[src/rtl/car_traffic_controller_if.sv]
// rtl/car_traffic_controller_if.sv - car traffic controller control/position bundle
interface car_traffic_controller_if;
    logic       i_Enable;
    logic [1:0] i_Level;
    logic [9:0] i_Frog_X;
    logic [9:0] i_Frog_Y;
    logic [9:0] o_Car_1X;
    logic [9:0] o_Car_2X;
    logic [9:0] o_Car_3X;
    logic [9:0] o_Car_4X;
    logic [8:0] o_Car_1Y;
    logic [8:0] o_Car_2Y;
    logic [8:0] o_Car_3Y;
    logic [8:0] o_Car_4Y;
    logic       o_Frame_Tick;
    logic       o_Collision;
    logic       o_Hit_Pulse;

    modport master (
        output i_Enable, i_Level, i_Frog_X, i_Frog_Y,
        input  o_Car_1X, o_Car_2X, o_Car_3X, o_Car_4X,
        input  o_Car_1Y, o_Car_2Y, o_Car_3Y, o_Car_4Y,
        input  o_Frame_Tick, o_Collision, o_Hit_Pulse
    );

    modport slave (
        input  i_Enable, i_Level, i_Frog_X, i_Frog_Y,
        output o_Car_1X, o_Car_2X, o_Car_3X, o_Car_4X,
        output o_Car_1Y, o_Car_2Y, o_Car_3Y, o_Car_4Y,
        output o_Frame_Tick, o_Collision, o_Hit_Pulse
    );
endinterface

[src/rtl/car_traffic_controller.sv]
// rtl/car_traffic_controller.sv - per-frame car sprite movement with optional frog hit freeze
// Optional collision/HIT logic is compiled in with CAR_COLLISION_DETECT_EN.
module car_traffic_controller #(
    parameter int TILE_SIZE      = 32,
    parameter int H_VISIBLE_AREA = 640,
    parameter int FRAME_TICKS    = 420000,
    parameter int LANE_Y_1       = 96,
    parameter int LANE_Y_2       = 160,
    parameter int LANE_Y_3       = 224,
    parameter int LANE_Y_4       = 288,
    parameter int HIT_FRAMES     = 60
) (
    input  logic                           i_Clk,
    input  logic                           i_Reset,
    car_traffic_controller_if.slave        bus
);
    localparam logic [18:0] LAST_TICK = 19'(FRAME_TICKS - 1);

    typedef enum logic [1:0] {
        IDLE,
        RUN
`ifdef CAR_COLLISION_DETECT_EN
        , HIT
`endif
    } state_t;

    state_t      state;
    logic [18:0] count;
    logic [9:0]  x [4];
    logic        frame_tick;
    logic        frame_edge;
    logic [2:0]  slow_step;
    logic [2:0]  fast_step;

    assign frame_edge = (count == LAST_TICK);
    assign slow_step  = {1'b0, bus.i_Level} + 3'd1;
    assign fast_step  = {1'b0, bus.i_Level} + 3'd2;

    function automatic logic [9:0] move_right(input logic [9:0] pos, input logic [2:0] step);
        logic [10:0] sum;
        sum = {1'b0, pos} + {8'b0, step};
        if (sum >= 11'(H_VISIBLE_AREA))
            return 10'(sum - 11'(H_VISIBLE_AREA));
        return sum[9:0];
    endfunction

    function automatic logic [9:0] move_left(input logic [9:0] pos, input logic [2:0] step);
        logic [10:0] wide;
        wide = {1'b0, pos};
        if (wide < {8'b0, step})
            return 10'(wide + 11'(H_VISIBLE_AREA) - {8'b0, step});
        return 10'(wide - {8'b0, step});
    endfunction

`ifdef CAR_COLLISION_DETECT_EN
    localparam int HW = $clog2(HIT_FRAMES + 1);
    localparam logic [HW-1:0] HIT_LAST = HW'(HIT_FRAMES - 1);

    logic [HW-1:0] hit_cnt;
    logic          collision;
    logic          hit_pulse;
    logic          overlap;
    logic [3:0]    car_hit;
    logic [10:0]   frog_x;
    logic [10:0]   frog_y;
    logic [10:0]   lane_y [4];

    assign frog_x    = {1'b0, bus.i_Frog_X};
    assign frog_y    = {1'b0, bus.i_Frog_Y};
    assign lane_y[0] = 11'(LANE_Y_1);
    assign lane_y[1] = 11'(LANE_Y_2);
    assign lane_y[2] = 11'(LANE_Y_3);
    assign lane_y[3] = 11'(LANE_Y_4);

    // Plain 11-bit box test: a car straddling the wrap seam is not considered touching.
    always_comb begin
        for (int n = 0; n < 4; n++) begin
            car_hit[n] = (frog_x < {1'b0, x[n]} + 11'(TILE_SIZE)) &&
                         ({1'b0, x[n]} < frog_x + 11'(TILE_SIZE)) &&
                         (frog_y < lane_y[n] + 11'(TILE_SIZE)) &&
                         (lane_y[n] < frog_y + 11'(TILE_SIZE));
        end
    end
    assign overlap = |car_hit;

    assign bus.o_Collision = collision;
    assign bus.o_Hit_Pulse = hit_pulse;
`else
    logic unused_frog;
    assign unused_frog     = ^{bus.i_Frog_X, bus.i_Frog_Y};
    assign bus.o_Collision = 1'b0;
    assign bus.o_Hit_Pulse = 1'b0;
`endif

    always_ff @(posedge i_Clk or posedge i_Reset) begin
        if (i_Reset) begin
            state      <= IDLE;
            count      <= '0;
            frame_tick <= 1'b0;
            x[0]       <= 10'd0;
            x[1]       <= 10'd608;
            x[2]       <= 10'd320;
            x[3]       <= 10'd160;
`ifdef CAR_COLLISION_DETECT_EN
            hit_cnt    <= '0;
            collision  <= 1'b0;
            hit_pulse  <= 1'b0;
`endif
        end else begin
            count      <= frame_edge ? '0 : count + 19'd1;
            frame_tick <= frame_edge;
`ifdef CAR_COLLISION_DETECT_EN
            hit_pulse  <= 1'b0;
`endif
            case (state)
                IDLE: begin
                    if (bus.i_Enable)
                        state <= RUN;
                end
                RUN: begin
                    if (!bus.i_Enable) begin
                        state <= IDLE;
`ifdef CAR_COLLISION_DETECT_EN
                    end else if (overlap) begin
                        // Hit beats a coincident frame edge: positions stay put.
                        state     <= HIT;
                        hit_cnt   <= '0;
                        collision <= 1'b1;
                        hit_pulse <= 1'b1;
`endif
                    end else if (frame_edge) begin
                        x[0] <= move_right(x[0], slow_step);
                        x[1] <= move_left(x[1], slow_step);
                        x[2] <= move_right(x[2], fast_step);
                        x[3] <= move_left(x[3], fast_step);
                    end
                end
`ifdef CAR_COLLISION_DETECT_EN
                HIT: begin
                    if (!bus.i_Enable) begin
                        state     <= IDLE;
                        collision <= 1'b0;
                    end else if (frame_edge) begin
                        if (hit_cnt == HIT_LAST) begin
                            state     <= RUN;
                            collision <= 1'b0;
                        end else begin
                            hit_cnt <= hit_cnt + 1'b1;
                        end
                    end
                end
`endif
                default: state <= IDLE;
            endcase
        end
    end

    assign bus.o_Car_1X     = x[0];
    assign bus.o_Car_2X     = x[1];
    assign bus.o_Car_3X     = x[2];
    assign bus.o_Car_4X     = x[3];
    assign bus.o_Car_1Y     = 9'(LANE_Y_1);
    assign bus.o_Car_2Y     = 9'(LANE_Y_2);
    assign bus.o_Car_3Y     = 9'(LANE_Y_3);
    assign bus.o_Car_4Y     = 9'(LANE_Y_4);
    assign bus.o_Frame_Tick = frame_tick;
endmodule

[src/flat_wrapper.sv]
// flat-port wrapper written by rule: the top's interface ports become plain ports
module car_traffic_controller_flat 
#(
    parameter int TILE_SIZE      = 32,
    parameter int H_VISIBLE_AREA = 640,
    parameter int FRAME_TICKS    = 420000,
    parameter int LANE_Y_1       = 96,
    parameter int LANE_Y_2       = 160,
    parameter int LANE_Y_3       = 224,
    parameter int LANE_Y_4       = 288,
    parameter int HIT_FRAMES     = 60
)
  (i_Clk, i_Reset, bus_i_Enable, bus_i_Level, bus_i_Frog_X, bus_i_Frog_Y, bus_o_Car_1X, bus_o_Car_2X, bus_o_Car_3X, bus_o_Car_4X, bus_o_Car_1Y, bus_o_Car_2Y, bus_o_Car_3Y, bus_o_Car_4Y, bus_o_Frame_Tick, bus_o_Collision, bus_o_Hit_Pulse);
  car_traffic_controller_if bus_i ();
  input  logic i_Clk;
  input  logic i_Reset;
  input wire logic [$bits(bus_i.i_Enable)-1:0] bus_i_Enable;
  input wire logic [$bits(bus_i.i_Level)-1:0] bus_i_Level;
  input wire logic [$bits(bus_i.i_Frog_X)-1:0] bus_i_Frog_X;
  input wire logic [$bits(bus_i.i_Frog_Y)-1:0] bus_i_Frog_Y;
  output wire logic [$bits(bus_i.o_Car_1X)-1:0] bus_o_Car_1X;
  output wire logic [$bits(bus_i.o_Car_2X)-1:0] bus_o_Car_2X;
  output wire logic [$bits(bus_i.o_Car_3X)-1:0] bus_o_Car_3X;
  output wire logic [$bits(bus_i.o_Car_4X)-1:0] bus_o_Car_4X;
  output wire logic [$bits(bus_i.o_Car_1Y)-1:0] bus_o_Car_1Y;
  output wire logic [$bits(bus_i.o_Car_2Y)-1:0] bus_o_Car_2Y;
  output wire logic [$bits(bus_i.o_Car_3Y)-1:0] bus_o_Car_3Y;
  output wire logic [$bits(bus_i.o_Car_4Y)-1:0] bus_o_Car_4Y;
  output wire logic [$bits(bus_i.o_Frame_Tick)-1:0] bus_o_Frame_Tick;
  output wire logic [$bits(bus_i.o_Collision)-1:0] bus_o_Collision;
  output wire logic [$bits(bus_i.o_Hit_Pulse)-1:0] bus_o_Hit_Pulse;
  assign bus_i.i_Enable = bus_i_Enable;
  assign bus_i.i_Level = bus_i_Level;
  assign bus_i.i_Frog_X = bus_i_Frog_X;
  assign bus_i.i_Frog_Y = bus_i_Frog_Y;
  assign bus_o_Car_1X = bus_i.o_Car_1X;
  assign bus_o_Car_2X = bus_i.o_Car_2X;
  assign bus_o_Car_3X = bus_i.o_Car_3X;
  assign bus_o_Car_4X = bus_i.o_Car_4X;
  assign bus_o_Car_1Y = bus_i.o_Car_1Y;
  assign bus_o_Car_2Y = bus_i.o_Car_2Y;
  assign bus_o_Car_3Y = bus_i.o_Car_3Y;
  assign bus_o_Car_4Y = bus_i.o_Car_4Y;
  assign bus_o_Frame_Tick = bus_i.o_Frame_Tick;
  assign bus_o_Collision = bus_i.o_Collision;
  assign bus_o_Hit_Pulse = bus_i.o_Hit_Pulse;
  car_traffic_controller #(.TILE_SIZE(TILE_SIZE), .H_VISIBLE_AREA(H_VISIBLE_AREA), .FRAME_TICKS(FRAME_TICKS), .LANE_Y_1(LANE_Y_1), .LANE_Y_2(LANE_Y_2), .LANE_Y_3(LANE_Y_3), .LANE_Y_4(LANE_Y_4), .HIT_FRAMES(HIT_FRAMES)) u_core (.i_Clk(i_Clk), .i_Reset(i_Reset), .bus(bus_i));
endmodule
[config.mk]
export PLATFORM = sky130hd
export DESIGN_NAME = car_traffic_controller_flat
export DESIGN_NICKNAME = d
export VERILOG_FILES = /design/src/rtl/car_traffic_controller_if.sv /design/src/rtl/car_traffic_controller.sv /design/src/flat_wrapper.sv
export SDC_FILE = /design/constraint.sdc
export NUM_CORES = 1
export LEC_CHECK = 0
export CORE_ASPECT_RATIO = 0.8
export CORE_MARGIN = 5
export CORE_UTILIZATION = 53
export CTS_BUF_LIST = sky130_fd_sc_hd__clkbuf_4 sky130_fd_sc_hd__clkbuf_8
export DETAILED_ROUTE_END_ITERATION = 10
export PLACE_DENSITY = 0.94
export SYNTH_ARGS = -nofsm -noshare
export SYNTH_HDL_FRONTEND = slang
export SYNTH_SLANG_ARGS = --single-unit
[constraint.sdc]
create_clock -name i_Clk -period 3 [get_ports i_Clk]
set_clock_uncertainty 0.05 [all_clocks]
set_input_delay 0.6 -clock i_Clk [delete_from_list [all_inputs] [get_ports i_Clk]]
set_output_delay 0.6 -clock i_Clk [all_outputs]
set_load 0.005 [all_outputs]
Yosys cells after proc, flatten, opt, wreduce, memory -nomap -nowiden:

Cells that the tools add are included.

* add/sub/neg operators: 13
* $lt $le $gt $ge: 4
* equality and inequality tests: 4
* multiplexer cells: 28
* reduce and logical (&&, ||, !) cells: 3

Operators with widths (count)
* two-way mux 10 bit: 8
* subtractor 10 x 3 -> 10 bit: 4
* adder 10 x 3 -> 11 bit: 2
* greater-or-equal comparator 11 x 10 -> 1 bit, second input constant: 2
* adder 10 bit, second input constant: 2
* < comparator 10 x 3 -> 1 bit: 2
* subtractor 10 bit, second input constant: 2
* adder 19 x 1 -> 19 bit, second input constant: 1
* == test 19 bit, second input constant: 1
* two-way mux 19 bit: 1
* two-way mux 1 bit: 16
* two-way mux 2 bit: 2
* != test 2 bit, second input constant: 2
* one-hot mux 2 bit (2 select lines): 1
* adder 2 x 1 -> 3 bit, second input constant: 1
* adder 2 x 2 -> 3 bit, second input constant: 1
* AND reduction 3 bit: 1
* == test 2 x 1 -> 1 bit, second input constant: 1
* zero test 2 bit: 1
* AND reduction 2 bit: 1

* register bits: 62
* input port bits: 25
* word-level logic and storage cells: 59

Depth between registers and ports, before layout:

* depth in word-level cells: 8
* mapped depth: 13
* gate-level depth less buffers: 13

Least setup slack after synthesis:

Ideal clock, no wire load.

* path type: input-to-reg
* from: in bus_i_Level[0]
* to: reg u_core.x, in the netlist u_core.bus.o_Car_1X[8]
* setup time: 0.124 ns
* data arrival time: 2.899 ns
* setup slack: -0.073 ns
* stages: 11
* path through: ha_1 inv_1 fa_1 nor2b_1 o2111ai_1 xor2_1 ha_1 o21a_1 o31ai_2 a21oi_1 a211o_1

* longest elaborated chain between the ends: 8
* elaborated cells between the ends (all ways): 10
* classes of those cells: 3 x add/sub; 1 x order compare; 6 x mux

Ends and longest elaborated chain
* start, declared: line flat_wrapper.sv:18 `input wire logic [$bits(bus_i.i_Level)-1:0] bus_i_Level;`
* adder 2 x 1 -> 3 bit *: line car_traffic_controller.sv:36 `assign slow_step = {1'b0, bus.i_Level} + 3'd1;`
* adder 10 x 3 -> 11 bit *: line car_traffic_controller.sv:41 `sum = {1'b0, pos} + {8'b0, step};`
* greater-or-equal comparator 11 x 10 -> 1 bit: line car_traffic_controller.sv:42 `if (sum >= 11'(H_VISIBLE_AREA))`
* two-way mux 1 bit: line car_traffic_controller.sv:42
* two-way mux 1 bit: line car_traffic_controller.sv:131 `end else if (frame_edge) begin`
* two-way mux 1 bit: line car_traffic_controller.sv:121 `if (!bus.i_Enable) begin`
* two-way mux 1 bit: line car_traffic_controller.sv:115 `case (state)`
* two-way mux 10 bit *: line car_traffic_controller.sv:44 `return sum[9:0];`
* end, declared: line car_traffic_controller.sv:29 `logic [9:0] x [4];`

Mark *: on every way between the ends. The rest lies on a longest branch, timed or not. The select of a mux whose other input is x is not followed.
A chain may end at the register's enable or synchronous reset.

Final worst setup path:

* from: reg u_core.x, in the netlist u_core.bus.o_Car_3X[0]
* to: reg u_core.x, in the netlist u_core.bus.o_Car_3X[7]

* longest elaborated chain between the ends: 7
* elaborated cells between the ends (all ways): 9
* classes of those cells: 2 x add/sub; 1 x order compare; 6 x mux

Ends and longest elaborated chain (line)
* adder 10 x 3 -> 11 bit *: car_traffic_controller.sv:41
* greater-or-equal comparator 11 x 10 -> 1 bit: car_traffic_controller.sv:42
* two-way mux 1 bit: car_traffic_controller.sv:42
* two-way mux 1 bit: car_traffic_controller.sv:131
* two-way mux 1 bit: car_traffic_controller.sv:121
* two-way mux 1 bit: car_traffic_controller.sv:115
* two-way mux 10 bit *: car_traffic_controller.sv:44

Marked as above.

==> impl_metrics.yaml <==
run_status:
  status: "finished, final reports clean"
sta:
  tightest_slew_ns: 0.707
  setup_violations: 0
  finalCritPeriodShare_pct: 94.9
  slew-limit-headroom_pct: 52.8
  hold_viol: 0
  slew_viol_final: 0
  max_freq_ghz: 0.351
  rsz0062_at_grt: "false"
  fin_ws_ns: 0.154
  hold_ws_ns: 0.414
  period_minus_slack_ns: 2.85
clock_tree:
  htreeDepth: 3
  cts_buffers: 9
  clk_latency_ns: 0.36
  cts-root-buf: "clkbuf_8"
  cts_buffer_depth: 2
  clock_sinks: 61
  clkTransAtPathRegs_ns: 0.08
  cts_tree: "built"
floorplan:
  initial_core_util_pct: 53.8
  io_pins: 104
  rows: 31
  die_w_um: 117
  die_h_um: 95.3
  fp.coreArea_mm2: 0.00896
  die_area_mm2: 0.0111
logic_synthesis:
  synth-seq-area-share_pct: 31.9
  avgSynthCellArea_um2: 8.68
  synth_warnings: 0
  synth-xor-area-share_pct: 7.81
  synthAdderAreaFrac_pct: 14.2
  async_flop_share_pct: 100
  synth-compound-area-share_pct: 14.4
  synth_mux_area_share_pct: 1.53
  synth_top_family_by_area: "simple AND/OR/NAND/NOR gates"
  ys_types: 63
  synth_edf_count: 0
  synth_ff_type: "dfrtp_1"
  synth.ff_latch_count: 61
  synth_simple_gate_area_share_pct: 18.7
  synth_cells: 555
  synth_area_mm2: 0.00482
finish:
  fillers: 605
  fin_cells: 786
  drive_above_1_share_pct: 19.1
  finish.net_count: 741
  stdcell_area_mm2: 0.00603
  diodes: 0
  synthToLayoutAreaGrowth_pct: 25.1
critical_path:
  crit_type: "reg -> reg"
  setup.worst_path.start: "u_core.bus.o_Car_3X[0]"
  crit_path_end_kind: "register"
  arrival_ns: 3.04
  reg2reg_from: "u_core.bus.o_Car_3X[0]"
  start_kind: "register"
  cp.required_ns: 3.19
  crit_fanout: 5
placed_design:
  hpwlAfterDp_mm: 8.77
  place_inst: 767
  port_buffers: 45
  placed_cell_area_mm2: 0.00573
  dp_worst_setup_slack_ns: -0.612
  routabilityCongestion: 0.905
detailed_routing:
  drcViolationCount: 0
  avgViaCountPerCell: 5.73
  dr.max_layer_used: "met4"
  ant_nets: 0
  drt_first_pass_iters: 6
  vias: 4500
  wl_met2_mm: 6.25
  wl_per_cell_um: 16.4
  wl_mm: 12.9
  drt_iter0_markers: 386
  dr_wl_met3_mm: 1.09
  wl_met1_mm: 4.98
power:
  total_power_w: 0.00172
  ir_drop_mv: 0.176
  power_frac_comb_pct: 7.7
  swShare_pct: 26.5
  power_leakage_nw: 2.74
  seq_power_share_pct: 47.9
  p_int_w: 0.00126
  p_switching_w: 0.000455
  cellPowerDensity_mw_per_mm2: 285
  pwr-share-clk_pct: 44.4
global_routing:
  grt_max_degree: 62
  grt_antenna_before_repair: 0
  grt_pass1_wl_mm: 21.7
  overflow: 0
  grt_pass1_vias: 4641
  track_usage_pct: 24.7
min_path:
  hp-class: "reg -> reg"
  min_from: "u_core.count[0]"
run:
  maxCapViolCount: 0
==> power by group through the flow <==
stage / logic, W / clock network [W] / registers (W)
floorplan: 0.000104 / 0 / 0.000839
global placement: 0.000115 / 0 / 0.000839
detailed placement: 0.000121 / 0 / 0.000839
CTS: 0.000123 / 0.000766 / 0.000823
global route: 0.000150 / 0.000810 / 0.000823
finish: 0.000132 / 0.000762 / 0.000823
==> critical path, cell delays in order (launching register included) <==
cell and delay, ns:
dfrtp_1 0.42, ha_1 0.20, inv_1 0.06, fa_1 0.40, nor2b_2 0.15, o21ai_0 0.13
nor2_2 0.18, xnor2_2 0.14, ha_2 0.22, nor2_1 0.07, o22a_1 0.26, a21oi_1 0.17
mux2i_1 0.19, nand3_1 0.09
==> cell usage after synthesis, drive strengths merged (6+ instances only) <==
master,count,area (µm²)
ha,42,526
dfrtp,54,1350
a21oi,37,189
xor2,19,166
nand4,9,56.3
buf,42,305
nand2,47,176
o21ai,33,165
nand3,26,135
xnor2,24,210
nor2,37,139
fa,8,160
nand2b,7,43.8
dfstp,7,184
inv,55,206
nor2b,8,50.1
clkbuf,9,35.0
nor4,6,58.8
nor3,11,55.1
==> registers in the layout, indices dropped and copies added, names as in the netlist <==
name / flops
u_core.count: 19
u_core.bus.o_Frame_Tick: 1
u_core.bus.o_Car_4X: 10
u_core.state: 1
u_core.bus.o_Car_1X: 10
u_core.bus.o_Car_2X: 10
u_core.bus.o_Car_3X: 10
==> area by class of cell <==
type / instances / area, µm² / area share [%]
tap: 115 / 144 / 2.39
clock buffer: 9 / 124 / 2.06
multi-input combinational: 424 / 2960 / 49.1
clock inverter: 7 / 75.1 / 1.25
inverter: 55 / 206 / 3.43
sequential: 61 / 1540 / 25.5
timing repair buffer: 115 / 982 / 16.3
==> routing by layer <==
metal	vias to the layer above	GRT usage, %
met5	-	0
met4	0	12.1
met3	65	6.41
met2	251	41.0
met1	2138	29.8
li1	2046	-
==> stage by stage <==
step / utilization, % / TNS, ns
after detailed placement: 64.0 / -8.42
after CTS: 66.5 / 0
after global placement: 64.0 / -6.61
after floorplan: - / 0
final: 67.3 / 0
after global routing: 67.3 / 0
==> repair_timing <==
action,4_1_cts,5_1_grt
pin swaps,10,9
resized for setup,9,18
setup endpoints to repair,11,10
setup buffers,1,2
hold buffers,0,0
cloned,0,0
==> final timing paths <==
path                                          endpoint  slack, ns  depth (start not counted)
max in group asynchronous       u_core.bus.o_Car_2X[9]       2.02                          3
worst min-delay path                   u_core.count[0]       0.41                          1
min in group asynchronous       u_core.bus.o_Car_1X[5]       0.57                          3
worst max-delay path            u_core.bus.o_Car_3X[7]       0.15                         13
worst min register to register         u_core.count[0]       0.41                          1
worst max register to register  u_core.bus.o_Car_3X[7]       0.15                         13
==> cell families (layout without fill, tap and decap cells) <==
| group | count (synthesis) | after routing |
|---|---|---|
| xor gates and xnor gates | 43 | 43 |
| DFF | 61 | 61 |
| adders and majority gates | 50 | 50 |
| buffers and inverters | 106 | 186 |
| muxes | 7 | 7 |
| AOI/OAI and AO/OA | 111 | 111 |
| other | 2 | 38 |
| and+or+nand+nor | 175 | 175 |
==> layout by cell type (no fill, tap or decap), drive strengths merged, types with 19 or more instances in the layout <==
cell type / count
buf: 70
inv: 56
dfrtp: 54
nand2: 47
clkdlybuf4s50: 43
ha: 42
conb: 38
nor2: 37
a21oi: 37
o21ai: 33
nand3: 26
xnor2: 24
xor2: 19
(Power assumes the default switching activity.)
